### config.mk
export PLATFORM = sky130hd
export DESIGN_NAME = id_stage_flat
export DESIGN_NICKNAME = d
export VERILOG_FILES = /design/src/rtl/id_stage_pkg.sv /design/src/rtl/id_stage_if.sv /design/src/rtl/id_decoder.sv /design/src/rtl/id_stage.sv /design/src/flat_wrapper.sv
export SDC_FILE = /design/constraint.sdc
export NUM_CORES = 1
export LEC_CHECK = 0
export CELL_PAD_IN_SITES_DETAIL_PLACEMENT = 1
export CELL_PAD_IN_SITES_GLOBAL_PLACEMENT = 1
export CORE_MARGIN = 10
export CORE_UTILIZATION = 27
export DETAILED_ROUTE_END_ITERATION = 8
export GPL_TIMING_DRIVEN = 0
export PLACE_DENSITY_LB_ADDON = 0.1
export SLEW_MARGIN = 20
export SYNTH_ARGS = -nofsm -noshare
export SYNTH_HDL_FRONTEND = slang
export SYNTH_SLANG_ARGS = --single-unit
### constraint.sdc
create_clock -name clk -period 1.9 [get_ports clk]
set_input_delay 0.38 -clock clk [delete_from_list [all_inputs] [get_ports clk]]
set_output_delay 0.38 -clock clk [all_outputs]
set_load 0.01 [all_outputs]
### src/rtl/id_stage_pkg.sv
// id_stage_pkg: shared opcodes, ALU select codes, decode/bundle types and helpers for the decode stage
package id_stage_pkg;

    localparam int XLEN       = 64;
    localparam int REG_ADDR_W = 5;

    localparam logic [6:0] OPC_OP     = 7'b0110011;
    localparam logic [6:0] OPC_OP_IMM = 7'b0010011;
    localparam logic [6:0] OPC_LUI    = 7'b0110111;

    localparam logic [2:0] F3_ADD = 3'b000;
    localparam logic [2:0] F3_XOR = 3'b100;
    localparam logic [2:0] F3_OR  = 3'b110;
    localparam logic [2:0] F3_AND = 3'b111;

    localparam logic [6:0] F7_BASE = 7'b0000000;
    localparam logic [6:0] F7_ALT  = 7'b0100000;

    typedef enum logic [4:0] {
        ALU_NOP = 5'd0,
        ALU_ADD = 5'd1,
        ALU_SUB = 5'd2,
        ALU_XOR = 5'd3,
        ALU_OR  = 5'd4,
        ALU_AND = 5'd5
    } alusel_e;

    typedef struct packed {
        alusel_e         alusel;
        logic [7:0]      aluop;
        logic [XLEN-1:0] imm;
        logic            use_imm;
        logic            op1_zero;
        logic            rd_we;
        logic            illegal;
    } dec_t;

    typedef struct packed {
        logic [XLEN-1:0]       op1;
        logic [XLEN-1:0]       op2;
        logic [7:0]            aluop;
        logic [4:0]            alusel;
        logic [REG_ADDR_W-1:0] rd;
        logic                  rd_we;
        logic                  illegal;
        logic [XLEN-1:0]       pc;
    } ex_bundle_t;

    // Immediates are always sign-extended from bit 31 of the 32-bit field
    function automatic logic [XLEN-1:0] sext32(input logic [31:0] v);
        return {{(XLEN-32){v[31]}}, v};
    endfunction

    // The funct3 values shared by the register and immediate arithmetic forms
    function automatic alusel_e f3_sel(input logic [2:0] f3);
        return (f3 == F3_ADD) ? ALU_ADD :
               (f3 == F3_XOR) ? ALU_XOR :
               (f3 == F3_OR)  ? ALU_OR  :
               (f3 == F3_AND) ? ALU_AND : ALU_NOP;
    endfunction

    // x0 reads as zero; a matching write-back in the same cycle wins over the register file
    function automatic logic [XLEN-1:0] fwd(
        input logic [REG_ADDR_W-1:0] rs,
        input logic [XLEN-1:0]       rf,
        input logic                  we,
        input logic [REG_ADDR_W-1:0] wa,
        input logic [XLEN-1:0]       wd
    );
        return (rs == '0) ? '0 : (we && wa == rs) ? wd : rf;
    endfunction

endpackage

### src/rtl/id_stage_if.sv
// id_stage_if: fetch, register-file, write-back and execute signals of the decode stage
interface id_stage_if;
    import id_stage_pkg::*;

    logic                  flush_i;
    logic                  inst_valid_i;
    logic                  inst_ready_o;
    logic [31:0]           inst_i;
    logic [XLEN-1:0]       pc_i;
    logic [REG_ADDR_W-1:0] rs1_addr_o;
    logic [REG_ADDR_W-1:0] rs2_addr_o;
    logic [XLEN-1:0]       rs1_data_i;
    logic [XLEN-1:0]       rs2_data_i;
    logic                  wb_we_i;
    logic [REG_ADDR_W-1:0] wb_addr_i;
    logic [XLEN-1:0]       wb_data_i;
    logic                  ex_valid_o;
    logic                  ex_ready_i;
    logic [XLEN-1:0]       oprand1;
    logic [XLEN-1:0]       oprand2;
    logic [7:0]            aluop_o;
    logic [4:0]            alusel_o;
    logic [REG_ADDR_W-1:0] rd_addr_o;
    logic                  rd_we_o;
    logic                  illegal_o;
    logic [XLEN-1:0]       pc_o;

    modport slave (
        input  flush_i, inst_valid_i, inst_i, pc_i, rs1_data_i, rs2_data_i,
               wb_we_i, wb_addr_i, wb_data_i, ex_ready_i,
        output inst_ready_o, rs1_addr_o, rs2_addr_o, ex_valid_o, oprand1, oprand2,
               aluop_o, alusel_o, rd_addr_o, rd_we_o, illegal_o, pc_o
    );

    modport master (
        output flush_i, inst_valid_i, inst_i, pc_i, rs1_data_i, rs2_data_i,
               wb_we_i, wb_addr_i, wb_data_i, ex_ready_i,
        input  inst_ready_o, rs1_addr_o, rs2_addr_o, ex_valid_o, oprand1, oprand2,
               aluop_o, alusel_o, rd_addr_o, rd_we_o, illegal_o, pc_o
    );

endinterface

### src/rtl/id_decoder.sv
// id_decoder: combinational instruction-to-control decode for the supported RV64 ALU subset
module id_decoder
    import id_stage_pkg::*;
(
    input  logic [31:0] inst_i,
    output dec_t        dec_o
);

    logic [6:0] opcode;
    logic [6:0] funct7;
    logic [2:0] funct3;
    alusel_e    f3_alu;
    alusel_e    sel;

    assign opcode = inst_i[6:0];
    assign funct7 = inst_i[31:25];
    assign funct3 = inst_i[14:12];
    assign f3_alu = f3_sel(funct3);

    // Anything outside the decode table falls through to NOP and is flagged illegal
    always_comb begin
        sel = (opcode == OPC_LUI)                                          ? ALU_ADD :
              (opcode == OPC_OP_IMM)                                       ? f3_alu  :
              (opcode == OPC_OP && funct7 == F7_BASE)                      ? f3_alu  :
              (opcode == OPC_OP && funct7 == F7_ALT && funct3 == F3_ADD)   ? ALU_SUB : ALU_NOP;
        dec_o.alusel   = sel;
        dec_o.aluop    = {opcode[6:2], funct3};
        dec_o.imm      = (opcode == OPC_LUI) ? sext32({inst_i[31:12], 12'b0})
                                             : sext32({{20{inst_i[31]}}, inst_i[31:20]});
        dec_o.use_imm  = opcode != OPC_OP;
        dec_o.op1_zero = opcode == OPC_LUI;
        dec_o.illegal  = sel == ALU_NOP;
        dec_o.rd_we    = (sel != ALU_NOP) && (inst_i[11:7] != '0);
    end

endmodule

### src/rtl/id_stage.sv
// id_stage: RV64 decode stage with operand bypass and a one-entry valid/ready register toward execute
module id_stage
    import id_stage_pkg::*;
(
    input logic        clk,
    input logic        rst,
    id_stage_if.slave  io
);

    dec_t            dec;
    ex_bundle_t      bundle_d, bundle_q;
    logic            valid_d, valid_q;
    logic            accept;
    logic [XLEN-1:0] rs1_val, rs2_val;

    id_decoder u_dec (
        .inst_i (io.inst_i),
        .dec_o  (dec)
    );

    assign io.rs1_addr_o   = io.inst_i[19:15];
    assign io.rs2_addr_o   = io.inst_i[24:20];
    assign io.inst_ready_o = !rst && !io.flush_i && (!valid_q || io.ex_ready_i);
    assign accept          = io.inst_valid_i && io.inst_ready_o;

    assign rs1_val = fwd(io.rs1_addr_o, io.rs1_data_i, io.wb_we_i, io.wb_addr_i, io.wb_data_i);
    assign rs2_val = fwd(io.rs2_addr_o, io.rs2_data_i, io.wb_we_i, io.wb_addr_i, io.wb_data_i);

    // Flush wins, then a new accept, then a drain by execute; otherwise the bundle is held
    assign valid_d = io.flush_i ? 1'b0 : accept ? 1'b1 : io.ex_ready_i ? 1'b0 : valid_q;

    // Capture a freshly decoded bundle on accept, otherwise keep the held one stable
    always_comb begin
        bundle_d = bundle_q;
        if (accept) begin
            bundle_d.op1     = dec.op1_zero ? '0 : rs1_val;
            bundle_d.op2     = dec.use_imm ? dec.imm : rs2_val;
            bundle_d.aluop   = dec.aluop;
            bundle_d.alusel  = dec.alusel;
            bundle_d.rd      = io.inst_i[11:7];
            bundle_d.rd_we   = dec.rd_we;
            bundle_d.illegal = dec.illegal;
            bundle_d.pc      = io.pc_i;
        end
    end

    // Pipeline register; reset clears everything, which also makes alusel NOP
    always_ff @(posedge clk) begin
        if (rst) begin
            valid_q  <= 1'b0;
            bundle_q <= '0;
        end else begin
            valid_q  <= valid_d;
            bundle_q <= bundle_d;
        end
    end

    assign io.ex_valid_o = valid_q;
    assign io.oprand1    = bundle_q.op1;
    assign io.oprand2    = bundle_q.op2;
    assign io.aluop_o    = bundle_q.aluop;
    assign io.alusel_o   = bundle_q.alusel;
    assign io.rd_addr_o  = bundle_q.rd;
    assign io.rd_we_o    = bundle_q.rd_we;
    assign io.illegal_o  = bundle_q.illegal;
    assign io.pc_o       = bundle_q.pc;

endmodule
### src/flat_wrapper.sv
// flat-port wrapper written by rule: the top's interface ports become plain ports
module id_stage_flat import id_stage_pkg::*;
  (clk, rst, io_flush_i, io_inst_valid_i, io_inst_i, io_pc_i, io_rs1_data_i, io_rs2_data_i, io_wb_we_i, io_wb_addr_i, io_wb_data_i, io_ex_ready_i, io_inst_ready_o, io_rs1_addr_o, io_rs2_addr_o, io_ex_valid_o, io_oprand1, io_oprand2, io_aluop_o, io_alusel_o, io_rd_addr_o, io_rd_we_o, io_illegal_o, io_pc_o);
  id_stage_if io_i ();
  input logic clk;
  input logic rst;
  input wire logic [$bits(io_i.flush_i)-1:0] io_flush_i;
  input wire logic [$bits(io_i.inst_valid_i)-1:0] io_inst_valid_i;
  input wire logic [$bits(io_i.inst_i)-1:0] io_inst_i;
  input wire logic [$bits(io_i.pc_i)-1:0] io_pc_i;
  input wire logic [$bits(io_i.rs1_data_i)-1:0] io_rs1_data_i;
  input wire logic [$bits(io_i.rs2_data_i)-1:0] io_rs2_data_i;
  input wire logic [$bits(io_i.wb_we_i)-1:0] io_wb_we_i;
  input wire logic [$bits(io_i.wb_addr_i)-1:0] io_wb_addr_i;
  input wire logic [$bits(io_i.wb_data_i)-1:0] io_wb_data_i;
  input wire logic [$bits(io_i.ex_ready_i)-1:0] io_ex_ready_i;
  output wire logic [$bits(io_i.inst_ready_o)-1:0] io_inst_ready_o;
  output wire logic [$bits(io_i.rs1_addr_o)-1:0] io_rs1_addr_o;
  output wire logic [$bits(io_i.rs2_addr_o)-1:0] io_rs2_addr_o;
  output wire logic [$bits(io_i.ex_valid_o)-1:0] io_ex_valid_o;
  output wire logic [$bits(io_i.oprand1)-1:0] io_oprand1;
  output wire logic [$bits(io_i.oprand2)-1:0] io_oprand2;
  output wire logic [$bits(io_i.aluop_o)-1:0] io_aluop_o;
  output wire logic [$bits(io_i.alusel_o)-1:0] io_alusel_o;
  output wire logic [$bits(io_i.rd_addr_o)-1:0] io_rd_addr_o;
  output wire logic [$bits(io_i.rd_we_o)-1:0] io_rd_we_o;
  output wire logic [$bits(io_i.illegal_o)-1:0] io_illegal_o;
  output wire logic [$bits(io_i.pc_o)-1:0] io_pc_o;
  assign io_i.flush_i = io_flush_i;
  assign io_i.inst_valid_i = io_inst_valid_i;
  assign io_i.inst_i = io_inst_i;
  assign io_i.pc_i = io_pc_i;
  assign io_i.rs1_data_i = io_rs1_data_i;
  assign io_i.rs2_data_i = io_rs2_data_i;
  assign io_i.wb_we_i = io_wb_we_i;
  assign io_i.wb_addr_i = io_wb_addr_i;
  assign io_i.wb_data_i = io_wb_data_i;
  assign io_i.ex_ready_i = io_ex_ready_i;
  assign io_inst_ready_o = io_i.inst_ready_o;
  assign io_rs1_addr_o = io_i.rs1_addr_o;
  assign io_rs2_addr_o = io_i.rs2_addr_o;
  assign io_ex_valid_o = io_i.ex_valid_o;
  assign io_oprand1 = io_i.oprand1;
  assign io_oprand2 = io_i.oprand2;
  assign io_aluop_o = io_i.aluop_o;
  assign io_alusel_o = io_i.alusel_o;
  assign io_rd_addr_o = io_i.rd_addr_o;
  assign io_rd_we_o = io_i.rd_we_o;
  assign io_illegal_o = io_i.illegal_o;
  assign io_pc_o = io_i.pc_o;
  id_stage u_core (.clk(clk), .rst(rst), .io(io_i));
endmodule
**Word level (Yosys, flattened, before mapping)**

Cells that the tools add are included.
Widths: inputs -> output; s select.

- Reductions and logical operators: 22
- Multiplexer cells: 17
- Equal/unequal tests: 10

Operators with widths:

| kind | count |
|---|---|
| $mux 64 | 6 |
| $mux 31 | 1 |
| $eq 7x6->1 const B | 3 |
| $mux 3 | 7 |
| $logic_not 5->1 | 3 |
| $eq 5x5->1 | 2 |
| $reduce_bool 5->1 | 2 |
| $eq 3x3->1 const B | 3 |
| $logic_and 1x1->1 | 9 |
| $eq 7x5->1 const B | 1 |
| $logic_not 7->1 | 1 |
| $ne 7x6->1 const B | 1 |
| $logic_not 1->1 | 3 |
| $logic_not 3->1 | 1 |
| $mux 1 | 2 |
| $mux 2 | 1 |
| $reduce_bool 2->1 | 1 |
| $reduce_or 2->1 | 1 |
| $logic_or 1x1->1 | 1 |

- Bits of input ports: 299
- Logic and storage cells: 58
- Output and inout port bits: 224
- Bits in registers: 213

**Logic depth before layout (Yosys ltp)**

- Word-level depth: 10
- Mapped depth: 9
- Depth with buffers taken out: 5

**Hierarchy**

From an unflattened synthesis, not the netlist that was laid out.

- Cells, all modules: 1,488
- Area total of the unflattened synthesis: 11,841.4 um2

Modules (own cells, without submodules):

| module | times used | sequential area each (um2) | cells an instance | area each (um2) |
|---|---|---|---|---|
| id_stage | 1 | 4,264.1 | 1,381 | 11,090.6 |
| id_decoder | 1 | 0.0 | 107 | 750.7 |

**Worst setup path before layout**

OpenSTA, ideal clock, no wires.

- Path kind: input-to-reg
- Start point: input port io_inst_i[0]
- End point: register u_core.bundle_q, in the netlist u_core.io.oprand2[33]
- Data arrival time: 1.624 ns
- Path buffers: 2
- Required time: 1.777 ns
- Library setup time: 0.123 ns
- Path slack: 0.153 ns
- Stages: 7
- Path through: nor2b_1 clkbuf_1 nand3_2 and2_1 nor2_1 buf_6 a211oi_1

- Cells in the longest elaborated chain, start to end: 2

RTL lines:

| what | RTL line | text |
|---|---|---|
| start: declaration | flat_wrapper.sv:9 | `input wire logic [$bits(io_i.inst_i)-1:0] io_inst_i;` |
| $ne 7x6->1 | id_decoder.sv:30 | `dec_o.use_imm = opcode != OPC_OP;` |
| $mux 64 | id_stage.sv:37 | `bundle_d.op2 = dec.use_imm ? dec.imm : rs2_val;` |
| end signal: assignment | id_stage.sv:54 | `bundle_q <= bundle_d;` |
| end: declaration | id_stage.sv:11 | `ex_bundle_t bundle_d, bundle_q;` |

No other way between the ends.
A chain may end at the register's enable or synchronous reset.

**Final worst setup path**

- Start point: input port io_inst_i[20]
- End point: output port io_rs2_addr_o[0]

RTL lines:

| what | RTL line | text |
|---|---|---|
| end: declaration | flat_wrapper.sv:19 | `output wire logic [$bits(io_i.rs2_addr_o)-1:0] io_rs2_addr_o;` |

No word-level cell between the ends.

==> results_dict.tcl <==
set metrics [dict create \
    fill_cells 3897 \
    timing.max_slew.rel_slack_pct 47.2 \
    timing.critical_path.from_type "input port" \
    synth_enable_flop_cells 0 \
    globalRouteTotalUtil_pct 21.9 \
    worst_pin_slew_ns 0.792 \
    grt_first_pass_wirelength_mm 70.5 \
    timing.critical_path.buf_inv 3 \
    final_cell_mix "471 x clkdlybuf4s50_1, 222 x nand2_1, 211 x dfxtp_1" \
    cts-buffers-inserted 26 \
    detailroute.via_count 9927 \
    drt_first_pass_iters 4 \
    synth_warnings 0 \
    cellLeakagePower_nw 5.96 \
    synth.area.top_cells "dfxtp_1 45%, mux2i_1 14%, nand2_1 8.9%, a21oi_1 6.4%, a211oi_2 3.9%" \
    number_of_global_route_vias_before_repair 10521 \
    power-per-cell-area_nw_per_um2 708 \
    min_period_over_period_pct 97.9 \
    die_w_um 207 \
    design.die.area_um2 42700 \
    path_class "in2out" \
    post_route_cells_drive_above_1_share_pct 12.3 \
    placement.setup.worst_slack_ns -1.04 \
    worst-path-max-fanout 6 \
    floorplan.die.height_um 207 \
    final_design_area_no_fill_um2 16400 \
    cts_max_level 1 \
    cap_viol_max_count 0 \
    critPathArrivalTime_ns 1.48 \
    number_of_failing_setup_endpoints_in_the_final_timing_report 0 \
    outcome "complete, no violations" \
    seq_area_frac_synth_pct 45.0 \
    synth.cell_area_um2 9400 \
    synth_top_cell_by_area "dfxtp_1" \
    post_synth_num_cell_types 48 \
    hold_buffers 0 \
    flow.area_growth_from_synthesis_pct 74.7 \
    worst_setup_hold_path_clk_slew_ns 0.06 \
    cp.required_ns 1.52 \
    i_o_pin_total 523 \
    grt_remaining_overflow 0 \
    endpoint_kind "output pin" \
    synthCells 1041 \
    wire_per_inst_um 24.0 \
    cts.root.buffer_cell "clkbuf_16" \
    coreArea_um2 34500 \
    yosysTopAreaCellShare_pct 45.0 \
    finalWorstSetupSlack_ns 0.0402 \
    layout.cells.most_common "clkdlybuf4s50_1" \
    grt_max_degree 13 \
    gp_routability_congestion 0.818 \
    crit_family "buffers and inverters" \
    grt_setup_unrepaired "true" \
    clock_latency_ns 0.53 \
    cts_tree "done" \
    finish.cell_count_without_fillers 2071 \
    fmax_ghz 0.538 \
    finClkSkew_ns 0.0110 \
    avgViaCountPerCell 4.79 \
    average_size_of_a_mapped_cell_um2 9.03 \
    cts-root-to-sink-buffers 3 \
    detail_route.iter0.violations 304 \
    nets 1899 \
    ant_nets 0 \
    detail_route.drc_violations 0 \
    timing.critical_path.slowest_stage_cell "clkdlybuf4s50_1" \
    core.rowCount 68 \
    synth_async_sr_flop_share_pct 0 \
    cts.sinks 211 \
    placedInstanceArea_um2 15200 \
    floorplan.initialDensity_pct 27.3 \
    synth_top_flop_cell "dfxtp_1" \
    ys_ff_latch 211 \
    post-place-cells 2017 \
    irDropWorstVdd_v 0.000635 \
    min_period_ns 1.86 \
    timing.final.max_slew_violations 0 \
    finalHoldViolations 0 \
    number_of_antenna_violations_at_the_first_check_in_global_routing 8 \
    min_path_type "in2reg" \
    critical_path.cell_chain "clkdlybuf4s15_1 > buf_4 > clkdlybuf4s50_1" \
    dpl.hpwl_mm 40.1 \
    portBuffers 519 \
    drt-total-wl_mm 49.7 \
    timing.critical_path.slowest_cell_delay_ns 0.52 \
]
tightest hold or removal path, delay by kind of cell:
kind | cells | cell delay, ns
and+or+nand+nor | 1 | 0.09
AOI/OAI and AO/OA | 1 | 0.06
buffers and inverters | 1 | 0.21
final timing paths:
| kind | from | endpoint | slack, ns | depth (start not counted) |
|---|---|---|---|---|
| worst min register to register | u_core.io.oprand1[17] | u_core.io.oprand1[17] | 0.45 | 2 |
| worst max register to register | u_core.io.ex_valid_o | u_core.io.oprand1[11] | 0.17 | 6 |
| worst max-delay path | io_inst_i[20] | io_rs2_addr_o[0] | 0.04 | 3 |
| worst min-delay path | io_inst_i[2] | u_core.io.aluop_o[3] | 0.25 | 3 |
flip-flops by register name, summed over array words and instances (netlist names):
name,flops
u_core.io.rd_addr_o,5
u_core.io.aluop_o,8
u_core.io.pc_o,64
u_core.io.oprand1,64
u_core.io.rd_we_o,1
u_core.io.ex_valid_o,1
u_core.io.alusel_o,3
u_core.io.illegal_o,1
u_core.io.oprand2,64
repair_timing:
| item | 4_1_cts | 5_1_grt |
|---|---|---|
| hold endpoints to repair | 0 | 0 |
| pin swaps | 4 | 4 |
| setup buffers | 9 | 3 |
| resized for setup | 70 | 83 |
| setup endpoints to repair | 161 | 200 |
final cells by class:
class / count / area (µm²) / area share, %
plain buffers: 98 / 747 / 4.55
flip-flops and latches: 211 / 4220 / 25.7
diodes: 1 / 2.50 / 0.0152
clock buffers: 40 / 795 / 4.84
clock inverters: 3 / 17.5 / 0.107
repair buffers: 532 / 5330 / 32.5
well taps: 455 / 569 / 3.47
multi-input cells: 727 / 4720 / 28.7
inverters: 4 / 15.0 / 0.0915
synthesized netlist by cell type, types with 5 or more instances:
cell        n
buf_2      28
o221ai_1   20
a22oi_1    12
buf_4      18
a221o_1    19
xor2_1      8
clkbuf_1   31
nand2_1   223
clkbuf_2    6
nor3_1      5
dfxtp_1   211
buf_6      13
a211oi_2   29
o21ai_1     5
o22ai_1    11
o21ai_0    61
a21oi_1   121
mux2i_1   128
nor2_1     41
report_power, final:
group	leakage [nW]	switching, mW	internal [mW]
registers	1.72	0.0961	4.62
logic	3.84	0.920	1.17
clock network	0.398	1.97	2.84
total	5.96	2.99	8.63
metal layers:
metal | routed length, µm | vias up | GRT usage [%] | part of all wire, %
met4 | 735 | 14 | 3.67 | 1.5
met1 | 19300 | 4754 | 24.7 | 39
met5 | 88 | - | 0 | 0.18
met3 | 4780 | 53 | 8.63 | 9.6
li1 | - | 4786 | - | -
met2 | 24800 | 320 | 38.9 | 50
cells by family (layout without fill, tap and decap cells):
kind of cell,count (synthesis),after routing,synth area share (%)
buffers and inverters,104,677,6.88
AO/OA/AOI/OAI,294,294,21.0
multiplexers,128,128,13.6
AND/OR/NAND/NOR,293,293,12.6
XOR/XNOR,10,10,0.932
other,1,3,0.0399
flip-flops,211,211,45.0
per-stage QoR:
stage                     util [%]  TNS [ns]  hold slack (ns)  power (mW)
after detailed placement      44.1   -164.92            0.443        6.87
after floorplan                  -         0            0.473        5.48
final                         47.6         0            0.248        11.6
after global routing          47.6  -0.00825            0.248        12.1
after global placement        44.0   -164.73            0.435        6.83
after CTS                     47.0         0            0.231        11.8
Note: power is estimated with default switching activity, not from simulation.
